--- src/rtl/ps2_pkg.sv ---
// Shared definitions for the PS/2 scancode decoder: frame layout, prefix bytes,
// prefix-tracking states and the key event record.
package ps2_pkg;

    localparam int FRAME_W   = 11;
    localparam int START_BIT = 0;
    localparam int PAR_BIT   = 9;
    localparam int STOP_BIT  = 10;

    localparam logic [7:0] PFX_EXT = 8'hE0;
    localparam logic [7:0] PFX_BRK = 8'hF0;

    typedef enum logic [1:0] {
        IDLE    = 2'd0,
        EXT     = 2'd1,
        BRK     = 2'd2,
        EXT_BRK = 2'd3
    } state_t;

    typedef struct packed {
        logic       ext;
        logic       brk;
        logic [7:0] code;
    } key_event_t;

    // Start low, stop high, odd parity over data plus parity bit.
    function automatic logic frame_ok(input logic [FRAME_W-1:0] f);
        return (f[START_BIT] == 1'b0) && (f[STOP_BIT] == 1'b1) && (^f[PAR_BIT:1] == 1'b1);
    endfunction

endpackage

--- src/rtl/ps2_event_fifo.sv ---
// Small key-event FIFO with a registered head; a push into a full FIFO without a
// simultaneous pop is silently dropped (the caller counts it).
module ps2_event_fifo
    import ps2_pkg::*;
#(
    parameter int DEPTH = 4
) (
    input  logic       clk,
    input  logic       rst_n,
    input  logic       push,
    input  key_event_t push_data,
    input  logic       pop_ready,
    output logic       out_valid,
    output key_event_t head,
    output logic       full,
    output logic       empty
);

    localparam int PTR_W = $clog2(DEPTH);
    localparam int CNT_W = PTR_W + 1;

    logic [PTR_W-1:0] wr_ptr_reg, wr_ptr_next;
    logic [PTR_W-1:0] rd_ptr_reg, rd_ptr_next;
    logic [CNT_W-1:0] count_reg, count_next;
    key_event_t       mem_reg [DEPTH];
    key_event_t       head_reg, head_next;
    logic             push_en, pop_en;

    assign empty     = (count_reg == '0);
    assign full      = (count_reg == CNT_W'(DEPTH));
    assign out_valid = !empty;
    assign head      = head_reg;

    assign pop_en  = out_valid && pop_ready;
    assign push_en = push && (!full || pop_en);

    genvar gi;
    generate
        for (gi = 0; gi < DEPTH; gi++) begin : g_mem
            always_ff @(posedge clk or negedge rst_n) begin
                if (!rst_n) begin
                    mem_reg[gi] <= '0;
                end else if (push_en && (wr_ptr_reg == PTR_W'(gi))) begin
                    mem_reg[gi] <= push_data;
                end
            end
        end
    endgenerate

    always_comb begin
        wr_ptr_next = wr_ptr_reg;
        rd_ptr_next = rd_ptr_reg;
        count_next  = count_reg;
        head_next   = head_reg;
        if (push_en) begin
            wr_ptr_next = wr_ptr_reg + 1'b1;
        end
        if (pop_en) begin
            rd_ptr_next = rd_ptr_reg + 1'b1;
        end
        case ({push_en, pop_en})
            2'b10:   count_next = count_reg + 1'b1;
            2'b01:   count_next = count_reg - 1'b1;
            default: count_next = count_reg;
        endcase
        // The head is the entry at the next read pointer; if that slot is being
        // written this cycle, take the incoming event. Otherwise hold the last value.
        if (count_next != '0) begin
            if (push_en && (wr_ptr_reg == rd_ptr_next)) begin
                head_next = push_data;
            end else begin
                head_next = mem_reg[rd_ptr_next];
            end
        end
    end

    always_ff @(posedge clk or negedge rst_n) begin
        if (!rst_n) begin
            wr_ptr_reg <= '0;
            rd_ptr_reg <= '0;
            count_reg  <= '0;
            head_reg   <= '0;
        end else begin
            wr_ptr_reg <= wr_ptr_next;
            rd_ptr_reg <= rd_ptr_next;
            count_reg  <= count_next;
            head_reg   <= head_next;
        end
    end

endmodule

--- src/rtl/ps2_scancode_decoder.sv ---
// Checks PS/2 frames, folds E0/F0 prefixes into key events and queues them;
// bad frames and FIFO overflows are tallied in saturating counters.
module ps2_scancode_decoder
    import ps2_pkg::*;
#(
    parameter int DEPTH = 4,
    parameter int ERR_W = 8
) (
    input  logic               clk,
    input  logic               rst_n,
    input  logic [FRAME_W-1:0] frame,
    input  logic               frame_valid,
    output logic               out_valid,
    input  logic               out_ready,
    output logic [7:0]         out_code,
    output logic               out_ext,
    output logic               out_brk,
    output logic [ERR_W-1:0]   err_cnt,
    output logic [ERR_W-1:0]   ovf_cnt
);

    state_t           state_reg, state_next;
    logic [ERR_W-1:0] err_cnt_reg, ovf_cnt_reg;
    logic             good, emit, err_inc, ovf_inc;
    logic             ext_flag, brk_flag, ext_next, brk_next;
    logic [7:0]       data_byte;
    key_event_t       ev, head;
    logic             fifo_full, fifo_empty;

    assign data_byte = frame[8:1];
    assign good      = frame_ok(frame);
    assign err_inc   = frame_valid && !good;
    assign ext_flag  = (state_reg == EXT) || (state_reg == EXT_BRK);
    assign brk_flag  = (state_reg == BRK) || (state_reg == EXT_BRK);

    // Prefixes only ever add flags; any other byte closes the event with the flags gathered.
    always_comb begin
        state_next = state_reg;
        emit       = 1'b0;
        ev         = '0;
        ext_next   = ext_flag;
        brk_next   = brk_flag;
        if (frame_valid) begin
            if (!good) begin
                state_next = IDLE;
            end else begin
                if (data_byte == PFX_EXT) begin
                    ext_next = 1'b1;
                end else if (data_byte == PFX_BRK) begin
                    brk_next = 1'b1;
                end else begin
                    emit     = 1'b1;
                    ev.ext   = ext_flag;
                    ev.brk   = brk_flag;
                    ev.code  = data_byte;
                    ext_next = 1'b0;
                    brk_next = 1'b0;
                end
                case ({ext_next, brk_next})
                    2'b10:   state_next = EXT;
                    2'b01:   state_next = BRK;
                    2'b11:   state_next = EXT_BRK;
                    default: state_next = IDLE;
                endcase
            end
        end
    end

    assign ovf_inc = emit && fifo_full && !(out_valid && out_ready);

    always_ff @(posedge clk or negedge rst_n) begin
        if (!rst_n) begin
            state_reg   <= IDLE;
            err_cnt_reg <= '0;
            ovf_cnt_reg <= '0;
        end else begin
            state_reg <= state_next;
            if (err_inc && (err_cnt_reg != '1)) begin
                err_cnt_reg <= err_cnt_reg + 1'b1;
            end
            if (ovf_inc && (ovf_cnt_reg != '1)) begin
                ovf_cnt_reg <= ovf_cnt_reg + 1'b1;
            end
        end
    end

    ps2_event_fifo #(
        .DEPTH (DEPTH)
    ) u_fifo (
        .clk       (clk),
        .rst_n     (rst_n),
        .push      (emit),
        .push_data (ev),
        .pop_ready (out_ready),
        .out_valid (out_valid),
        .head      (head),
        .full      (fifo_full),
        .empty     (fifo_empty)
    );

    assign out_code = head.code;
    assign out_ext  = head.ext;
    assign out_brk  = head.brk;
    assign err_cnt  = err_cnt_reg;
    assign ovf_cnt  = ovf_cnt_reg;

endmodule

--- config.mk ---
export PLATFORM = sky130hd
export DESIGN_NAME = ps2_scancode_decoder
export DESIGN_NICKNAME = d
export VERILOG_FILES = /design/src/rtl/ps2_pkg.sv /design/src/rtl/ps2_event_fifo.sv /design/src/rtl/ps2_scancode_decoder.sv
export SDC_FILE = /design/constraint.sdc
export NUM_CORES = 1
export LEC_CHECK = 0
export BUFFER_PORTS_ARGS = -buffer_cell sky130_fd_sc_hd__clkbuf_2
export CELL_PAD_IN_SITES_DETAIL_PLACEMENT = 1
export CELL_PAD_IN_SITES_GLOBAL_PLACEMENT = 1
export CORE_AREA = 2 2 132 134
export DETAILED_ROUTE_END_ITERATION = 8
export DIE_AREA = 0 0 134 136
export PLACE_DENSITY_LB_ADDON = 0.2
export SLEW_MARGIN = 10
export SYNTH_ARGS = -nofsm -noshare
export SYNTH_HDL_FRONTEND = slang
export SYNTH_SLANG_ARGS = --single-unit
export TNS_END_PERCENT = 100
--- constraint.sdc ---
create_clock -name clk -period 4.8 [get_ports clk]
set_clock_uncertainty 0.1 [all_clocks]
set_input_delay 0.96 -clock clk [delete_from_list [all_inputs] [get_ports clk]]
set_output_delay 0.96 -clock clk [all_outputs]
set_load 0.02 [all_outputs]
==> results of run 1 <==
-- layout by cell type (no fill, tap or decap), types with 2 or more instances in the layout --
cell type / instances
o211ai_1: 10
mux2i_1: 2
o31ai_1: 10
a21oi_1: 3
dfrtp_1: 75
xnor2_1: 17
nand2b_1: 2
nand2_1: 9
clkbuf_2: 40
ha_1: 11
xor2_1: 4
clkbuf_8: 2
o221ai_1: 10
nor3_1: 2
a22oi_1: 10
mux2_2: 73
and3_1: 7
buf_4: 10
nand4_1: 10
nor2_1: 8
clkbuf_16: 9
inv_1: 9
and2_1: 4
bufinv_16: 2
nor3b_1: 2
nand3_1: 2
or3_1: 21
o21ai_0: 2
nand4b_1: 2
-- layer usage --
layer / track usage / share of wire
met5: 0 / 0
met4: 0.0567 / 0.019
met3: 0.0261 / 0.028
met2: 0.217 / 0.48
met1: 0.166 / 0.47
-- cells in the mapped netlist (2+ instances only) --
| cell type | count |
|---|---|
| xnor2_1 | 17 |
| inv_1 | 9 |
| o221ai_1 | 10 |
| mux2i_1 | 2 |
| nand3_1 | 2 |
| nor3_1 | 2 |
| o31ai_1 | 10 |
| nand2b_1 | 2 |
| nor3b_1 | 2 |
| nand2_1 | 9 |
| mux2_2 | 73 |
| a21oi_1 | 3 |
| nand4b_1 | 2 |
| o21ai_0 | 2 |
| buf_1 | 3 |
| a22oi_1 | 10 |
| dfrtp_1 | 75 |
| o211ai_1 | 10 |
| nand4_1 | 10 |
| ha_1 | 11 |
| clkbuf_1 | 13 |
| xor2_1 | 4 |
| buf_2 | 5 |
| and2_1 | 4 |
| or3_1 | 21 |
| and3_1 | 7 |
| nor2_1 | 8 |
-- final timing paths --
kind	depth (start not counted)	to
max in group asynchronous	1	u_fifo.count_reg[0]
worst max register to register	9	u_fifo.head[3]
min in group asynchronous	1	u_fifo.mem_reg[18]
worst min register to register	1	err_cnt[6]
worst min-delay path	1	err_cnt[6]
worst max-delay path	13	u_fifo.head[3]
-- cells by family after synthesis --
kind of cell / Yosys count
compound gates: 53
buf+inv: 31
fa+ha+maj: 12
xor+xnor: 23
mux: 75
simple gates: 76
flops: 75
-- area by class of cell --
type / instances / area [sq um] / share of cell area
flip-flops and latches: 75 / 1880 / 0.381
repair buffers: 50 / 275 / 0.0559
clock inverters: 4 / 72.6 / 0.0147
multi-input cells: 239 / 2120 / 0.432
clock buffers: 12 / 256 / 0.0521
well taps: 225 / 282 / 0.0572
inverters: 9 / 33.8 / 0.00686
-- power breakdown --
part | switching (W) | internal, W
registers | 0.000237 | 0.000870
logic | 0.000639 | 0.000650
clock network | 0.000271 | 0.000483
total | 0.00115 | 0.00200
-- metrics by stage --
step / hold slack [ns] / worst slack (ns) / std cells
finish: 0.388 / 0.491 / 614
global route: 0.419 / 0.273 / 614
CTS: 0.399 / 0.524 / 614
detailed placement: 0.385 / 0.184 / 598
global placement: 0.386 / 0.303 / 598
floorplan: 0.375 / 0.548 / 345
-- critical path, stage by stage --
cell and delay, ns:
clkbuf_2 0.15, inv_1 0.06, ha_1 0.28, xnor3_1 0.43, xnor2_2 0.25, nor2_4 0.07, nor2_1 0.15, fa_1 0.46
nor2b_1 0.25, or4b_2 0.61, mux2i_1 0.28, a211oi_4 0.16, mux2_2 0.32
==> qor.yml, run 1 <==
pwr:
  ir_worst_vdd_v: 0.000225
  total_power_w: 0.00315
  pwr_density_cell_mw_per_mm2: 640
  leakage_nw: 2.18
sta:
  hold_violations: 0
  max-slew-margin-rel: 0.319
  fin_setup_tns_ns: 0
  max_freq_mhz: 232
  finalSetupViolCount: 0
  fin_crit_sh: 0.898
  fin_crit_ns: 4.31
  rsz0062_at_grt: "false"
  maxSlewViolCount: 0
  worst_pin_slew_ns: 1.02
setup_path:
  start_kind: "input pin"
  cp.arrival_ns: 4.43
  worstSetupPathType: "in -> reg"
  reg2reg_from: "u_fifo.count_reg[0]"
  path_max_fanout: 10
  crit_path_start: "frame[1]"
  required_ns: 4.92
  reg2reg_slack_ns: 1.39
  end_kind: "flop"
final_layout:
  largest_reg_flops: 40
  drive_above_1_share: 0.378
  num-nets-final: 411
  nFillCells: 1839
  finalCoreUtilization: 0.292
  area_growth_pct: 19.3
  final_cell_area_sq_mm: 0.00492
  n_antenna_cell: 0
clock_network:
  htree_levels: 3
  cts_tree: "done"
  cts_sinks: 75
  clockBufferDepth: 2
  clk_latency_ns: 0.34
  cts_buffers: 9
  hold_buffers: 0
  cts_setup_buffers: 0
  cts_resized: 0
  root_buffer: "clkbuf_16"
  path_clk_slew_ns: 0.06
routing:
  vias: 2933
  remaining_drc_errors: 0
  routed_wl_mm: 11.0
  ant_nets: 0
  viasPerCell: 4.78
  dr.pass1.iters: 4
  wire_per_inst_um: 18.0
  drt_iter0_markers: 132
global_routing:
  grt_usage: 0.131
  grt_pass1_vias: 3254
  grt-ovfl-total: 0
  grt_max_degree: 76
  grt_pass1_wl_mm: 18.0
  antenna_found_initial: 0
floorplanning:
  start_util: 0.244
  pin_count: 42
  die_w_um: 134
  coreArea_sq_mm: 0.0169
  die_area_sq_mm: 0.0182
  rows: 48
  die_h_um: 136
min_path:
  min_path_type: "reg -> reg"
  hold_start: "err_cnt[6]"
synth:
  syn_area_per_cell_sq_um: 12.0
  muxShareOfSynthArea: 0.204
  synth_top_cells_by_area: "dfrtp_1, mux2_2, xnor2_1"
  synth-edff-count: 0
  synthesis.area_sq_mm: 0.00413
  synth_cells: 345
  yosysTopAreaCell: "dfrtp_1"
  ys_ff_latch: 75
  synth_top_area_frac: 0.455
  synth_simple_gate_area_frac: 0.112
  synthXorXnorAreaFrac: 0.0540
  syn_nets: 372
  synth_seq_area_share: 0.455
  synth_cell_types: 46
  synth_compound_area_frac: 0.107
  async_flop_share: 1.00
  synthAdderAreaFrac: 0.0382
  synth_top_family_by_area: "multiplexers"
  ys.flop_type: "dfrtp_1"
  yosysWarnings: 0
placed_design:
  gp_congestion: 0.700
  dpl-instance-area_sq_mm: 0.00459
  dp_hpwl_mm: 7.12
  numPortBuffers: 41
outcome:
  status: "finished, final reports clean"
job:
  cap_violations: 0
(Power assumes the default switching activity.)
==> run 2, diff against run 1 <==
ABC_AREA = 1   (was default)
CORE_AREA = 2 2 127 129   (was 2 2 132 134)
DIE_AREA = 0 0 129 131   (was 0 0 134 136)
==> qor.yml, run 2 <==
setup_path:
  path_max_fanout: 12  # +2
  worstSetupPathType: "in -> reg"
  required_ns: 4.93  # about the same
  end_kind: "flop"
  reg2reg_from: "u_fifo.count_reg[0]"
  cp.arrival_ns: 3.65  # -0.78 ns
  start_kind: "input pin"
  crit_path_start: "frame[5]"
synth:
  syn_area_per_cell_sq_um: 8.53  # -29%
  synth_top_area_frac: 0.492  # +0.0372
  synth-edff-count: 0  # unchanged
  ys.flop_type: "dfrtp_1"
  ys_top_cells_by_count: "nand2_1, dfrtp_1, o21ai_0"
  ys_ff_latch: 75  # unchanged
  yosysWarnings: 0  # unchanged
  synth_seq_area_share: 0.492  # +0.0372
  syn_nets: 474  # +27%
  yosysMostFrequentCell: "nand2_1"
  synth_cell_types: 32  # -30%
  yosysTopAreaCell: "dfrtp_1"
  synthesis.area_sq_mm: 0.00381  # -7.6%
  synth_cells: 447  # +30%
  synth_top_cells_by_area: "dfrtp_1, nand2_1, o21ai_0"
  async_flop_share: 1.00  # unchanged
floorplanning:
  start_util: 0.245  # about the same
  coreArea_sq_mm: 0.0156  # -7.6%
  die_area_sq_mm: 0.0169  # -7.3%
  die_h_um: 131  # -3.7%
  die_w_um: 129  # -3.7%
  rows: 46  # -4.2%
  pin_count: 42  # unchanged
clock_network:
  cts_resized: 0  # unchanged
  htree_levels: 3  # unchanged
  hold_buffers: 0  # unchanged
  clockBufferDepth: 2  # unchanged
  clk_latency_ns: 0.34  # about the same
  cts_sinks: 75  # unchanged
  root_buffer: "clkbuf_16"
  cts_tree: "done"
  cts_setup_buffers: 0  # unchanged
  cts_buffers: 9  # unchanged
  path_clk_slew_ns: 0.06  # about the same
final_layout:
  largest_reg_flops: 40  # unchanged
  num-nets-final: 509  # +24%
  instances_no_fill: 702  # +14%
  n_antenna_cell: 0  # unchanged
  area_growth_pct: 18.3
  drive_above_1_share: 0.167  # -0.211
  final_common_cell: "nand2_1"
  nFillCells: 1844  # +0.27%
  layout_common_cells: "nand2_1, dfrtp_1, o21ai_0, clkbuf_2, nor2_1"
job:
  cap_violations: 0  # unchanged
placed_design:
  dp_hpwl_mm: 7.64  # +7.4%
  gp_congestion: 0.771  # +10%
  dp.cells: 687  # +15%
  dp_slack_ns: 0.921  # +0.737 ns
  numPortBuffers: 41  # unchanged
sta:
  hold_violations: 0  # unchanged
  max_freq_mhz: 284  # +22%
  maxSlewViolCount: 0  # unchanged
  worst_pin_slew_ns: 1.00  # -0.0188 ns
  fin_setup_tns_ns: 0  # unchanged
  finalSetupViolCount: 0  # unchanged
  fin_crit_sh: 0.733  # -0.165
  setup_ws_ns: 1.28  # +0.790 ns
  fin_crit_ns: 3.52  # -0.790 ns
  rsz0062_at_grt: "false"
  max-slew-margin-rel: 0.331  # +0.0125
outcome:
  status: "finished, final reports clean"
min_path:
  min_path_type: "reg -> reg"
  hold_start: "u_fifo.mem_reg[28]"
routing:
  ant_nets: 0  # unchanged
  remaining_drc_errors: 0  # unchanged
  vias: 3118  # +6.3%
  routed_wl_mm: 10.9  # -0.95%
  dr.pass1.iters: 4  # unchanged
  viasPerCell: 4.44  # -7.0%
  drt_iter0_markers: 123  # -6.8%
  wire_per_inst_um: 15.6  # -13%
pwr:
  leakage_nw: 2.19  # +0.64%
  ir_worst_vdd_v: 0.000174  # -22%
  pwr_density_cell_mw_per_mm2: 656  # +2.4%
global_routing:
  grt_max_degree: 76  # unchanged
  antenna_found_initial: 0  # unchanged
  grt_pass1_wl_mm: 17.8  # -1.5%
  grt_pass1_vias: 3201  # -1.6%
  grt_usage: 0.141  # +0.0103
  grt-ovfl-total: 0  # unchanged
run 2: where the power goes:
| group | total (W) | internal (W) | switching (W) |
|---|---|---|---|
| clock network | 0.000701 | 0.000427 | 0.000274 |
| registers | 0.00102 | 0.000857 | 0.000161 |
| logic | 0.00124 | 0.000401 | 0.000841 |
| total | 0.00296 | 0.00168 | 0.00128 |
run 2: kinds of logic after synthesis:
kind of cell,Yosys count,synth area share
fa+ha+maj,12,0.0413
xor+xnor,18,0.0413
simple gates,211,0.254
buf+inv,52,0.0568
compound gates,78,0.112
mux,1,0.00295
flops,75,0.492
run 2: area by class of cell:
class                           count  area (sq um)  share of cell area
Clock buffer                       11           253              0.0560
Sequential cell                    75          1880               0.416
Inverter                           34           128              0.0283
Multi-Input combinational cell    320          1720               0.381
Tap cell                          216           270              0.0599
Timing Repair Buffer               42           215              0.0477
Clock inverter                      4          50.0              0.0111
run 2: worst paths after layout:
path | endpoint | slack (ns) | depth (start not counted)
worst max-delay path | u_fifo.head[4] | 1.28 | 22
max in group asynchronous | ovf_cnt[5] | 3.26 | 1
min in group asynchronous | u_fifo.mem_reg[19] | 0.68 | 1
worst max register to register | u_fifo.head[3] | 1.74 | 12
worst min register to register | u_fifo.mem_reg[28] | 0.38 | 2
worst min-delay path | u_fifo.mem_reg[28] | 0.38 | 2
run 2: routing by layer:
layer  vias to the layer above  global-route usage  routed length [um]
met2                        50               0.221                4980
met5                         -                   0                   0
met3                        14              0.0289                 346
met4                         0              0.0620                 211
li1                       1527                   -                   -
met1                      1527               0.189                5400
run 2: metrics by stage:
stage	power, W	hold WS, ns	instance area, sq um	utilization
global placement	0.00226	0.358	4210	0.270
global route	0.00323	0.404	4510	0.289
CTS	0.00301	0.382	4510	0.289
floorplan	0.00191	0.346	3810	-
detailed placement	0.00229	0.367	4210	0.270
finish	0.00296	0.377	4510	0.289
run 2: worst max-delay path, stage by stage:
cell      delay (ns)
clkbuf_2        0.12
inv_1           0.09
ha_1            0.34
inv_1           0.08
nand2_1         0.07
nand2_1         0.09
inv_1           0.04
nand3_1         0.08
nand3_2         0.13
inv_1           0.10
nand2_1         0.05
nand2_1         0.07
inv_1           0.06
fa_1            0.38
inv_1           0.07
nand2_1         0.07
nand2_1         0.07
nand2_1         0.04
nand2_1         0.32
nand2_2         0.24
nand2_1         0.11
nand2_1         0.05
